$ cat src/rtl/vga_timing_pkg.sv
// vga_timing_pkg: default VGA timing, derived totals, pixel/coordinate types and colour helpers
package vga_timing_pkg;
  localparam int H_VISIBLE = 800;
  localparam int H_FRONT = 40;
  localparam int H_SYNC = 48;
  localparam int H_BACK = 40;
  localparam int V_VISIBLE = 480;
  localparam int V_FRONT = 13;
  localparam int V_SYNC = 3;
  localparam int V_BACK = 29;
  localparam int H_TOTAL = H_VISIBLE + H_FRONT + H_SYNC + H_BACK;
  localparam int V_TOTAL = V_VISIBLE + V_FRONT + V_SYNC + V_BACK;
  localparam int RGB_W = 3;
  localparam int COORD_W = 11;
  typedef logic [RGB_W-1:0] rgb_t;
  typedef logic [COORD_W-1:0] coord_t;
  localparam rgb_t BLACK = 3'b000;
  localparam rgb_t WHITE = 3'b111;
  typedef struct packed {
    logic de;
    logic hs;
    logic vs;
    logic fs;
  } sync_t;
  function automatic rgb_t bar_color(input coord_t h, input int visible);
    return rgb_t'((int'(h) * 8) / visible);
  endfunction
endpackage

$ cat src/rtl/vga_sync_generator_if.sv
// vga_sync_generator_if: pixel-query link; master presents the coordinate, slave returns the colour
interface vga_sync_generator_if;
  import vga_timing_pkg::*;
  coord_t PIXEL_H;
  coord_t PIXEL_V;
  rgb_t PIXEL;
  modport master(output PIXEL_H, output PIXEL_V, input PIXEL);
  modport slave(input PIXEL_H, input PIXEL_V, output PIXEL);
endinterface

$ cat src/rtl/vga_timing_counter.sv
// vga_timing_counter: free-running h/v raster counters with same-cycle de/hs/vs/fs decode
module vga_timing_counter
  import vga_timing_pkg::*;
#(
  parameter int H_VISIBLE = vga_timing_pkg::H_VISIBLE,
  parameter int H_FRONT = vga_timing_pkg::H_FRONT,
  parameter int H_SYNC = vga_timing_pkg::H_SYNC,
  parameter int H_BACK = vga_timing_pkg::H_BACK,
  parameter int V_VISIBLE = vga_timing_pkg::V_VISIBLE,
  parameter int V_FRONT = vga_timing_pkg::V_FRONT,
  parameter int V_SYNC = vga_timing_pkg::V_SYNC,
  parameter int V_BACK = vga_timing_pkg::V_BACK
) (
  input  logic   clk,
  input  logic   rst_n,
  output coord_t h,
  output coord_t v,
  output sync_t  s0
);
  localparam int HT = H_VISIBLE + H_FRONT + H_SYNC + H_BACK;
  localparam int VT = V_VISIBLE + V_FRONT + V_SYNC + V_BACK;
  localparam int HS_LO = H_VISIBLE + H_FRONT;
  localparam int VS_LO = V_VISIBLE + V_FRONT;
  logic h_last, v_last;
  assign h_last = h == coord_t'(HT - 1);
  assign v_last = v == coord_t'(VT - 1);
  always_ff @(posedge clk or negedge rst_n)
    if (!rst_n) begin
      h <= '0;
      v <= '0;
    end else begin
      h <= h_last ? '0 : h + 1'b1;
      v <= !h_last ? v : v_last ? '0 : v + 1'b1;
    end
  always_comb begin
    s0.de = (h < coord_t'(H_VISIBLE)) && (v < coord_t'(V_VISIBLE));
    s0.hs = (h >= coord_t'(HS_LO)) && (h < coord_t'(HS_LO + H_SYNC));
    s0.vs = (v >= coord_t'(VS_LO)) && (v < coord_t'(VS_LO + V_SYNC));
    s0.fs = (h == '0) && (v == '0);
  end
endmodule

$ cat src/rtl/vga_sync_generator.sv
// vga_sync_generator: VGA raster source; sync/DE delay-matched to the pixel source latency.
// Define VGA_TEST_PATTERN_EN to replace PIXEL with eight built-in vertical colour bars.
module vga_sync_generator
  import vga_timing_pkg::*;
#(
  parameter int H_VISIBLE = vga_timing_pkg::H_VISIBLE,
  parameter int H_FRONT = vga_timing_pkg::H_FRONT,
  parameter int H_SYNC = vga_timing_pkg::H_SYNC,
  parameter int H_BACK = vga_timing_pkg::H_BACK,
  parameter int V_VISIBLE = vga_timing_pkg::V_VISIBLE,
  parameter int V_FRONT = vga_timing_pkg::V_FRONT,
  parameter int V_SYNC = vga_timing_pkg::V_SYNC,
  parameter int V_BACK = vga_timing_pkg::V_BACK,
  parameter bit HS_ACTIVE_HIGH = 1'b0,
  parameter bit VS_ACTIVE_HIGH = 1'b0,
  parameter int PIXEL_LATENCY = 1
) (
  input  logic VGA_CLOCK,
  input  logic RESET_N,
  vga_sync_generator_if.master px,
  output logic VGA_R,
  output logic VGA_G,
  output logic VGA_B,
  output logic VGA_HS,
  output logic VGA_VS,
  output logic DISPLAY_EN,
  output logic FRAME_START
);
  coord_t h, v;
  sync_t s0, sd;
  sync_t dl [PIXEL_LATENCY];
  rgb_t src;
  vga_timing_counter #(
    .H_VISIBLE(H_VISIBLE), .H_FRONT(H_FRONT), .H_SYNC(H_SYNC), .H_BACK(H_BACK),
    .V_VISIBLE(V_VISIBLE), .V_FRONT(V_FRONT), .V_SYNC(V_SYNC), .V_BACK(V_BACK)
  ) u_counter (
    .clk(VGA_CLOCK),
    .rst_n(RESET_N),
    .h(h),
    .v(v),
    .s0(s0)
  );
  assign px.PIXEL_H = h;
  assign px.PIXEL_V = v;
  // decode travels alongside the source's pipeline so it meets the matching PIXEL
  always_ff @(posedge VGA_CLOCK or negedge RESET_N)
    if (!RESET_N) begin
      for (int i = 0; i < PIXEL_LATENCY; i++) dl[i] <= '0;
    end else begin
      dl[0] <= s0;
      for (int i = 1; i < PIXEL_LATENCY; i++) dl[i] <= dl[i-1];
    end
  assign sd = dl[PIXEL_LATENCY-1];
`ifdef VGA_TEST_PATTERN_EN
  coord_t hd [PIXEL_LATENCY];
  always_ff @(posedge VGA_CLOCK or negedge RESET_N)
    if (!RESET_N) begin
      for (int i = 0; i < PIXEL_LATENCY; i++) hd[i] <= '0;
    end else begin
      hd[0] <= h;
      for (int i = 1; i < PIXEL_LATENCY; i++) hd[i] <= hd[i-1];
    end
  assign src = bar_color(hd[PIXEL_LATENCY-1], H_VISIBLE);
`else
  assign src = px.PIXEL;
`endif
  always_ff @(posedge VGA_CLOCK or negedge RESET_N)
    if (!RESET_N) begin
      {VGA_R, VGA_G, VGA_B} <= BLACK;
      VGA_HS <= !HS_ACTIVE_HIGH;
      VGA_VS <= !VS_ACTIVE_HIGH;
      DISPLAY_EN <= 1'b0;
      FRAME_START <= 1'b0;
    end else begin
      {VGA_R, VGA_G, VGA_B} <= sd.de ? src : BLACK;
      VGA_HS <= sd.hs ^ !HS_ACTIVE_HIGH;
      VGA_VS <= sd.vs ^ !VS_ACTIVE_HIGH;
      DISPLAY_EN <= sd.de;
      FRAME_START <= sd.fs;
    end
endmodule

$ cat src/flat_wrapper.sv
// flat-port wrapper written by rule: the top's interface ports become plain ports
module vga_sync_generator_flat import vga_timing_pkg::*;
#(
  parameter int H_VISIBLE = vga_timing_pkg::H_VISIBLE,
  parameter int H_FRONT = vga_timing_pkg::H_FRONT,
  parameter int H_SYNC = vga_timing_pkg::H_SYNC,
  parameter int H_BACK = vga_timing_pkg::H_BACK,
  parameter int V_VISIBLE = vga_timing_pkg::V_VISIBLE,
  parameter int V_FRONT = vga_timing_pkg::V_FRONT,
  parameter int V_SYNC = vga_timing_pkg::V_SYNC,
  parameter int V_BACK = vga_timing_pkg::V_BACK,
  parameter bit HS_ACTIVE_HIGH = 1'b0,
  parameter bit VS_ACTIVE_HIGH = 1'b0,
  parameter int PIXEL_LATENCY = 1
)
  (VGA_CLOCK, RESET_N, VGA_R, VGA_G, VGA_B, VGA_HS, VGA_VS, DISPLAY_EN, FRAME_START, px_PIXEL_H, px_PIXEL_V, px_PIXEL);
  vga_sync_generator_if px_i ();
  input  logic VGA_CLOCK;
  input  logic RESET_N;
  output logic VGA_R;
  output logic VGA_G;
  output logic VGA_B;
  output logic VGA_HS;
  output logic VGA_VS;
  output logic DISPLAY_EN;
  output logic FRAME_START;
  output wire logic [$bits(px_i.PIXEL_H)-1:0] px_PIXEL_H;
  output wire logic [$bits(px_i.PIXEL_V)-1:0] px_PIXEL_V;
  input wire logic [$bits(px_i.PIXEL)-1:0] px_PIXEL;
  assign px_PIXEL_H = px_i.PIXEL_H;
  assign px_PIXEL_V = px_i.PIXEL_V;
  assign px_i.PIXEL = px_PIXEL;
  vga_sync_generator #(.H_VISIBLE(H_VISIBLE), .H_FRONT(H_FRONT), .H_SYNC(H_SYNC), .H_BACK(H_BACK), .V_VISIBLE(V_VISIBLE), .V_FRONT(V_FRONT), .V_SYNC(V_SYNC), .V_BACK(V_BACK), .HS_ACTIVE_HIGH(HS_ACTIVE_HIGH), .VS_ACTIVE_HIGH(VS_ACTIVE_HIGH), .PIXEL_LATENCY(PIXEL_LATENCY)) u_core (.VGA_CLOCK(VGA_CLOCK), .RESET_N(RESET_N), .px(px_i), .VGA_R(VGA_R), .VGA_G(VGA_G), .VGA_B(VGA_B), .VGA_HS(VGA_HS), .VGA_VS(VGA_VS), .DISPLAY_EN(DISPLAY_EN), .FRAME_START(FRAME_START));
endmodule
$ cat config.mk
export PLATFORM = sky130hd
export DESIGN_NAME = vga_sync_generator_flat
export DESIGN_NICKNAME = d
export VERILOG_FILES = /design/src/rtl/vga_timing_pkg.sv /design/src/rtl/vga_sync_generator_if.sv /design/src/rtl/vga_timing_counter.sv /design/src/rtl/vga_sync_generator.sv /design/src/flat_wrapper.sv
export SDC_FILE = /design/constraint.sdc
export NUM_CORES = 1
export LEC_CHECK = 0
export ABC_AREA = 1
export ABC_CLOCK_PERIOD_IN_PS = 2400
export CORE_MARGIN = 2
export CORE_UTILIZATION = 45
export DETAILED_ROUTE_END_ITERATION = 10
export PLACE_DENSITY = 0.71
export RECOVER_POWER = 25
export SYNTH_ARGS = -nofsm -noshare
export SYNTH_HDL_FRONTEND = slang
export SYNTH_SLANG_ARGS = --single-unit
$ cat constraint.sdc
create_clock -name VGA_CLOCK -period 2.4 [get_ports VGA_CLOCK]
set_input_delay 0.36 -clock VGA_CLOCK [delete_from_list [all_inputs] [get_ports VGA_CLOCK]]
set_output_delay 0.36 -clock VGA_CLOCK [all_outputs]
set_load 0.02 [all_outputs]
* Yosys cells after proc, flatten, opt, wreduce, memory -nomap -nowiden
Index checks and enable logic that the tools add are counted.
Operators by class: add/subtract/negate cells 2, multiply operators 0, divide/modulo/power cells 0, order comparisons 6, equal/unequal tests 2, shifts and indexed selects 0, multiplexer cells 3, bitwise operators 2, reduce and logical (&&, ||, !) cells 6
Operators by type and width (number):
- adder 11 x 1 -> 11 bit, second input constant | 2
- == test 11 x 10 -> 1 bit, second input constant | 2
- zero test 11 bit | 2
- less-than comparator 11 x 10 -> 1 bit, second input constant | 2
- less-than comparator 11 x 9 -> 1 bit, second input constant | 2
- two-way mux 11 bit | 2
- >= comparator 11 x 10 -> 1 bit, second input constant | 1
- >= comparator 11 x 9 -> 1 bit, second input constant | 1
- logical AND 1 bit | 4
- two-way mux 3 bit | 1
- inverter 1 bit | 2
Word-level totals: bits in registers 33, latch bits 0, memory bits (writable) 0, memory bits (read-only) 0, input port bits 5, output and inout port bits 29, logic and storage cells 34, memories kept 0

* Longest topological paths before layout
Gate-level depths: netlist of run 1.
depth after elaboration 2, depth in mapped cells 9

* By module
Synthesis of run 1 repeated with hierarchy kept, for this count alone.
Second synthesis, totals: cell total of the unflattened synthesis 205, area total of the unflattened synthesis 1672.9 µm²
By module, submodules not included:
- vga_timing_counter | instances 1, cells each 186, area each 1365.1 µm²
- vga_sync_generator | instances 1, cells each 19, area each 307.8 µm²

* Worst setup path after synthesis of run 1
No wires, ideal clock.
path kind reg2reg, start point register u_core.u_counter.h[0], end point register u_core.u_counter.h[3], library setup time 113 ps, arrival 1430 ps, data required time 2287 ps, slack 857 ps, cell stages (with the launch flop) 8, buffers on the path 0, period minus slack after synthesis 1543 ps, cell sequence dfrtp_1 -> ha_1 -> nand2_2 -> inv_1 -> nand2_2 -> nor3_4 -> or2_1 -> inv_1
On the way: cells in the longest elaborated chain, start to end 2
Ends and longest elaborated chain:
- start: declaration | line vga_timing_counter.sv:16 | output coord_t h,
- start signal: assignment | line vga_timing_counter.sv:32 | h <= h_last ? '0 : h + 1'b1;
- adder 11 x 1 -> 11 bit / == test 11 x 10 -> 1 bit (equally long branches) | line vga_timing_counter.sv:32, vga_timing_counter.sv:25
- two-way mux 11 bit (*) | line vga_timing_counter.sv:32
Every way passes the cells marked *; elsewhere a longest branch is shown, timed or not. A chain may end at the register's enable or synchronous reset.

* Final worst setup path of run 1
start point register u_core.u_counter.h[3], end point output px_PIXEL_H[3]
RTL lines:
- end: declaration | line flat_wrapper.sv:27 | output wire logic [$bits(px_i.PIXEL_H)-1:0] px_PIXEL_H;
No word-level cell between the ends.

==> results of run 1 <==
[cell usage in the layout, fill, tap and decap left out, drive strengths merged]
| cell type | count |
|---|---|
| clkdlybuf4s50 | 29 |
| nand4 | 4 |
| nor3b | 1 |
| nand3 | 18 |
| dfstp | 2 |
| nand2 | 51 |
| or2 | 1 |
| inv | 32 |
| xor2 | 8 |
| a21oi | 6 |
| clkinv | 2 |
| nor2 | 31 |
| nand3b | 2 |
| nor3 | 8 |
| ha | 5 |
| dfrtp | 31 |
| nor4 | 1 |
| o21ai | 5 |
| dlygate4sd3 | 4 |
| clkbuf | 7 |
[sequential cells by signal, indices dropped and copies added (netlist names)]
name                flops
u_core.DISPLAY_EN       1
u_core.VGA_HS           1
u_core.u_counter.h     11
u_core.VGA_VS           1
u_core.VGA_R            1
u_core.VGA_B            1
u_core.FRAME_START      1
u_core.dl               4
u_core.u_counter.v     11
u_core.VGA_G            1
[layer usage]
layer	wire, µm	up-vias	share of wire
met1	1620	637	0.49
met3	159	2	0.048
met2	1500	35	0.45
met4	23	0	0.0070
li1	-	727	-
met5	0	-	0
[cell families after synthesis]
kind of cell	count (synthesis)	synth area share
XOR/XNOR	8	0.0410
AO/OA/AOI/OAI	11	0.0322
buffers and inverters	32	0.0702
flip-flops	33	0.484
AND/OR/NAND/NOR	117	0.336
adder cells (fa/ha/maj)	5	0.0366
[final timing paths]
| kind | end | slack, ns | cells past startpoint |
|---|---|---|---|
| max | px_PIXEL_H[3] | 0.63 | 1 |
| min | u_core.FRAME_START$_DFF_PN0_ | 0.35 | 0 |
| max reg2reg | u_core.u_counter.h[3]$_DFF_PN0_ | 0.87 | 7 |
| min reg2reg | u_core.FRAME_START$_DFF_PN0_ | 0.35 | 0 |
| max in group asynchronous | u_core.u_counter.h[4]$_DFF_PN0_ | 1.21 | 2 |
| min in group asynchronous | u_core.u_counter.h[8]$_DFF_PN0_ | 0.70 | 2 |
[per-stage QoR]
stage	worst slack [ns]	utilization	power [mW]
2_1_floorplan	0.857	-	0.575
4_1_cts	0.617	0.598	0.999
6_report	0.630	0.598	0.977
3_5_place_dp	0.880	0.576	0.599
3_3_place_gp	0.918	0.576	0.599
5_1_grt	0.568	0.598	1.03
[power groups by stage]
| stage | clock network, mW | registers (mW) | logic, mW |
|---|---|---|---|
| 2_1_floorplan | 0 | 0.573 | 0.00185 |
| 3_3_place_gp | 0 | 0.570 | 0.0293 |
| 3_5_place_dp | 0 | 0.570 | 0.0292 |
| 4_1_cts | 0.411 | 0.559 | 0.0294 |
| 5_1_grt | 0.442 | 0.559 | 0.0304 |
| 6_report | 0.391 | 0.560 | 0.0262 |
[cell usage after synthesis (all sizes together)]
library cell,n
a21oi,6
dfrtp,31
dfstp,2
ha,5
inv,32
nand2,51
nand3,18
nand3b,2
nand4,4
nor2,31
nor3,8
nor3b,1
nor4,1
o21ai,5
or2,1
xor2,8
[final cells by class]
class / count / area (µm²)
clock buffers: 6 / 72.6
clock inverters: 2 / 10.0
fillers: 340 / 1470
inverters: 32 / 120
multi-input cells: 141 / 762
flip-flops and latches: 33 / 828
well taps: 48 / 60.1
repair buffers: 34 / 335
==> metrics.txt, run 1 <==
status=finished, final reports clean; Pre-antenna DRT Iters=4; global route hottest layer=met2; Post-CTS Setup Repair Bufs=0; critical path arrival=1.41 ns; DIE AREA=0.00431 mm²; Slew Limit Fails=0; Area contributors post-synth=dfrtp_1, nand2_1, inv_1, nor2_1, nand3_1; cell total after placement=288; Routed Antenna Nets=0; Top Family by Delay on Critical Path=buffers and inverters; routability cong.=0.867; Slew @ Worst Pin=0.791 ns; Int Power=0.770 mW; Vias per Instance=4.73; RSZ-0062 raised after global routing=no; post_cts resized=0; final cell count without fillers=296; Nets=257; Rel. slew slack=0.472; vias=1,401; placed inst area=0.00211 mm²; CP bufs+invs=1; post-route minimum period=1.77 ns; P_sw=0.207 mW; Setup crit start kind=flop; pwr/cell area=446 mW/mm²; Distinct cells, synth=22; I/O pins=34; Die Ht=65.7 µm; Setup crit end kind=primary output; Post-Syn Instances=206; part of the cycle the worst path needs=0.737; cts hold-fix bufs=0; GR Util met1=0.242; Hold Crit Class=flop to flop; clk buf depth=2; FP Rows=22; clk sinks=33; Hold Fails Final Rpt=0; Inserted Diodes=0; Cell Area, Synth=0.00171 mm²; Seq/Total Area, Yosys=0.484; Port-buffer cells=33; largest net degree at the start of global routing=34; vias in the first global route=1,255; GRT met3 Usage=0.0582; GR Overflow Total=0; Avg Synthesized Cell Area=8.30 µm²; initial antenna violation count=0; Crit Path Class=flop to primary output; critical path cell sequence=clkdlybuf4s50_1; CP required=2.04 ns; yosys warns=0; die width=65.7 µm; drt drc=0; Net Sw Frac=0.212; GRT Overall Usage=0.178; Clk network pwr share=0.400; CTS tree=built; Worst Setup SP=u_core.u_counter.h[3]$_DFF_PN0_; Core Area=0.00366 mm²; post-synth top area cell=dfrtp_1; synthesis-to-layout area growth=27.9%; first-pass GRT wire length=5780 µm; Sequential Power Share=0.573; leak pwr=1.11 nW; Clock transition at path regs=0.06 ns; Post-Syn Nets=216; HPWL after DPL=2530 µm; Hold Path Origin=u_core.dl[0]$_DFF_PN0_; Reg-to-Reg Start=u_core.u_counter.h[0]$_DFF_PN0_; final setup fails=0; Critical Path Fanout Max=5; drt wl/cell=11.2 µm; layout cells sized above 1=0.0806; starting density of the core=0.467; final wirelength=3300 µm; M2 GR Usage=0.270; Worst path slowest cell=clkdlybuf4s50_1; worst skew pair latency=0.28 ns; Maximum Capacitance Violations=0; Comb pwr share=0.027; slowest cell delay on critical path=0.65 ns; worst hold margin=0.348 ns; maximum level of the CTS H-tree=2; final setup TNS=0 ns; final instance area=0.00219 mm²; CTS buffer count=5; Root Buffer=clkbuf_8; post-synth top area share=0.454; Iteration-0 DRC Markers=69; Setup Skew=0.00224 ns; maximum clock rate=565 MHz; synthesized flop and latch total=33; VDD IR max=0.496 mV
(Power assumes the default switching activity.)
==> inputs of run 2 (changes only) <==
Settings changed: ABC_CLOCK_PERIOD_IN_PS 2400 to 1600, PLACE_DENSITY 0.71 to 0.74.
Clock period 2.4 ns to 1.6 ns, I/O delays scaled along.
==> run 2 against run 1 <==
Net effect:
- cell area increased by 2.8%
- clock power increased by 110%
- global-route usage increased by 0.92 points
- largest cell class unchanged
- highest routed layer unchanged
==> metrics.txt, run 2 (same netlist as run 1, synthesis figures left out) <==
die width=65.7 µm (unchanged); Post-Place Worst Slack=0.125 ns (was 0.880 ns); Crit Path Class=flop to primary output (unchanged); clk sinks=33 (unchanged); Setup crit end kind=primary output (unchanged); GR Overflow Total=0 (unchanged); Maximum Capacitance Violations=0 (unchanged); worst hold margin=0.299 ns (was 0.348 ns); largest net degree at the start of global routing=15 (was 34); worst-case reg-to-reg path depth=7 (unchanged); GRT Overall Usage=0.187 (was 0.178); layout cells sized above 1=0.0952 (was 0.0806); clk buf depth=2 (unchanged); final setup fails=0 (unchanged); critical path cell sequence=clkdlybuf4s50_1 (unchanged); Die Ht=65.7 µm (unchanged); DIE AREA=0.00431 mm² (unchanged); Worst path slowest cell=clkdlybuf4s50_1 (unchanged); CP bufs+invs=1 (unchanged); worst setup margin=0.0376 ns (was 0.630 ns); routability cong.=0.828 (was 0.867); CP required=1.36 ns (was 2.04 ns); post-route minimum period=1.56 ns; Setup crit start kind=flop (unchanged); placed inst area=0.00213 mm² (was 0.00211 mm²); Hold Fails Final Rpt=0 (unchanged); Port-buffer cells=33 (unchanged); vias in the first global route=1,363 (was 1,255); most common cell after layout, fill and taps aside=nand2_1 (unchanged); Clk network pwr share=0.478 (was 0.400); Nets=261 (was 257); VDD IR max=0.498 mV (was 0.496 mV); Clock transition at path regs=0.07 ns (was 0.06 ns); maximum clock rate=640 MHz; Pre-antenna DRT Iters=4 (unchanged); Sequential Power Share=0.497 (was 0.573); FF-to-FF End=u_core.u_counter.v[10]$_DFFE_PN0N_ (was u_core.u_counter.h[3]$_DFF_PN0_); multi-input logic area=764 µm² (was 762 µm²); drt drc=0 (unchanged); starting density of the core=0.467 (unchanged); final cell count without fillers=300 (was 296); maximum level of the CTS H-tree=2 (unchanged); worst skew pair latency=0.29 ns (was 0.28 ns); Fillers=349 (was 340); slowest cell delay on critical path=0.63 ns (was 0.65 ns); Int Power=1.36 mW (was 0.770 mW); Top Family by Delay on Critical Path=buffers and inverters (unchanged); vias=1,427 (was 1,401); synthesis-to-layout area growth=31.5% (was 27.9%); Setup Skew=0.00955 ns (was 0.00224 ns); Root Buffer=clkbuf_8 (unchanged); Slew @ Worst Pin=0.658 ns (was 0.791 ns); first-pass GRT wire length=6120 µm (was 5780 µm); FP Rows=22 (unchanged); P_sw=0.325 mW (was 0.207 mW); Slew Limit Fails=0 (unchanged); status=finished, final reports clean (unchanged); cts hold-fix bufs=0 (unchanged); HPWL after DPL=2650 µm (was 2530 µm); Final Core Density=0.614 (was 0.598); critical path arrival=1.32 ns (was 1.41 ns); leak pwr=1.29 nW (was 1.11 nW); part of the cycle the worst path needs=0.977; initial antenna violation count=0 (unchanged); Hold Crit Class=input port to asynchronous set/reset pin (was flop to flop); pwr/cell area=751 mW/mm² (was 446 mW/mm²); Reg-to-Reg Start=u_core.u_counter.h[1]$_DFF_PN0_ (was u_core.u_counter.h[0]$_DFF_PN0_); I/O pins=34 (unchanged); CTS buffer count=5 (unchanged); Rel. slew slack=0.561 (was 0.472); drt wl/cell=11.9 µm (was 11.2 µm); Top Registers=u_core.u_counter.h x11, u_core.u_counter.v x11, u_core.dl x4 (unchanged); Net Sw Frac=0.192 (was 0.212); final wirelength=3560 µm (was 3300 µm); internal reg-to-reg setup slack=0.10 ns (was 0.87 ns); Iteration-0 DRC Markers=87 (was 69); Inserted Diodes=0 (unchanged); Comb pwr share=0.026 (was 0.027); most frequent cells in the layout=nand2_1, inv_1, dfrtp_1, nor2_1, nand3_1 (was nand2_1, inv_1, dfrtp_1, clkdlybuf4s50_1, nor2_1); final instance area=0.00225 mm² (was 0.00219 mm²); Critical Path Fanout Max=5 (unchanged); Vias per Instance=4.76 (was 4.73); Reg area=828 µm² (unchanged); Routed Antenna Nets=0 (unchanged); CTS tree=built (unchanged); cell total after placement=291 (was 288); Core Area=0.00366 mm² (unchanged)
==> run 2: worst max path at each step <==
stage | depth (start not counted) | endpoint | start | slack (ns)
after floorplan | 7 | u_core.u_counter.h[3]$_DFF_PN0_ | u_core.u_counter.h[0]$_DFF_PN0_ | 0.06
after global placement | 7 | u_core.u_counter.h[3]$_DFF_PN0_ | u_core.u_counter.h[1]$_DFF_PN0_ | 0.18
after detailed placement | 7 | u_core.u_counter.h[3]$_DFF_PN0_ | u_core.u_counter.h[1]$_DFF_PN0_ | 0.12
after CTS | 1 | px_PIXEL_H[9] | u_core.u_counter.h[9]$_DFF_PN0_ | 0.002
after global routing | 7 | u_core.u_counter.v[10]$_DFFE_PN0N_ | u_core.u_counter.h[1]$_DFF_PN0_ | -0.003
final | 1 | px_PIXEL_V[4] | u_core.u_counter.v[4]$_DFFE_PN0N_ | 0.04
==> run 2: cell type report <==
type | instances | area share
clock buffer | 7 | 0.0384
tap | 48 | 0.0267
clock inverter | 1 | 0.0133
timing repair buffer | 38 | 0.160
inverter | 32 | 0.0534
sequential | 33 | 0.368
multi-input combinational | 141 | 0.340
==> run 2: timing repair <==
action / CTS / global route
resized for setup: 15 / 7
setup buffers: 0 / 1
gates cloned: 0 / 0
hold endpoints to repair: 0 / 0
setup endpoints to repair: 15 / 15
pin swaps: 0 / 1
==> run 2: metrics by stage <==
stage                     TNS [ns]  total power [mW]
after floorplan                  0             0.863
after global placement           0             0.900
after detailed placement         0             0.901
after CTS                        0              1.69
after global routing      -0.00320              1.75
final                            0              1.69
==> run 2: power by group through the flow <==
stage                     Sequential (mW)  Clock [mW]  Combinational, mW
final                               0.839       0.806             0.0431
after global routing                0.839       0.862             0.0491
after CTS                           0.839       0.809             0.0466
after detailed placement            0.855           0             0.0462
after global placement              0.854           0             0.0459
after floorplan                     0.860           0            0.00277
==> run 2: metal layers <==
layer / vias up / routed length [µm] / global-route usage
li1: 737 / - / -
met2: 39 / 1680 / 0.306
met1: 644 / 1590 / 0.240
met4: 0 / 58 / 0.0703
met3: 7 / 234 / 0.0462
met5: - / 0 / 0
==> inputs of run 3 (changes only) <==
Settings changed: HOLD_SLACK_MARGIN from default to 0.03.
==> results of run 3 <==
Same layout as run 2: the final DEF is identical, and so are final timing and power.
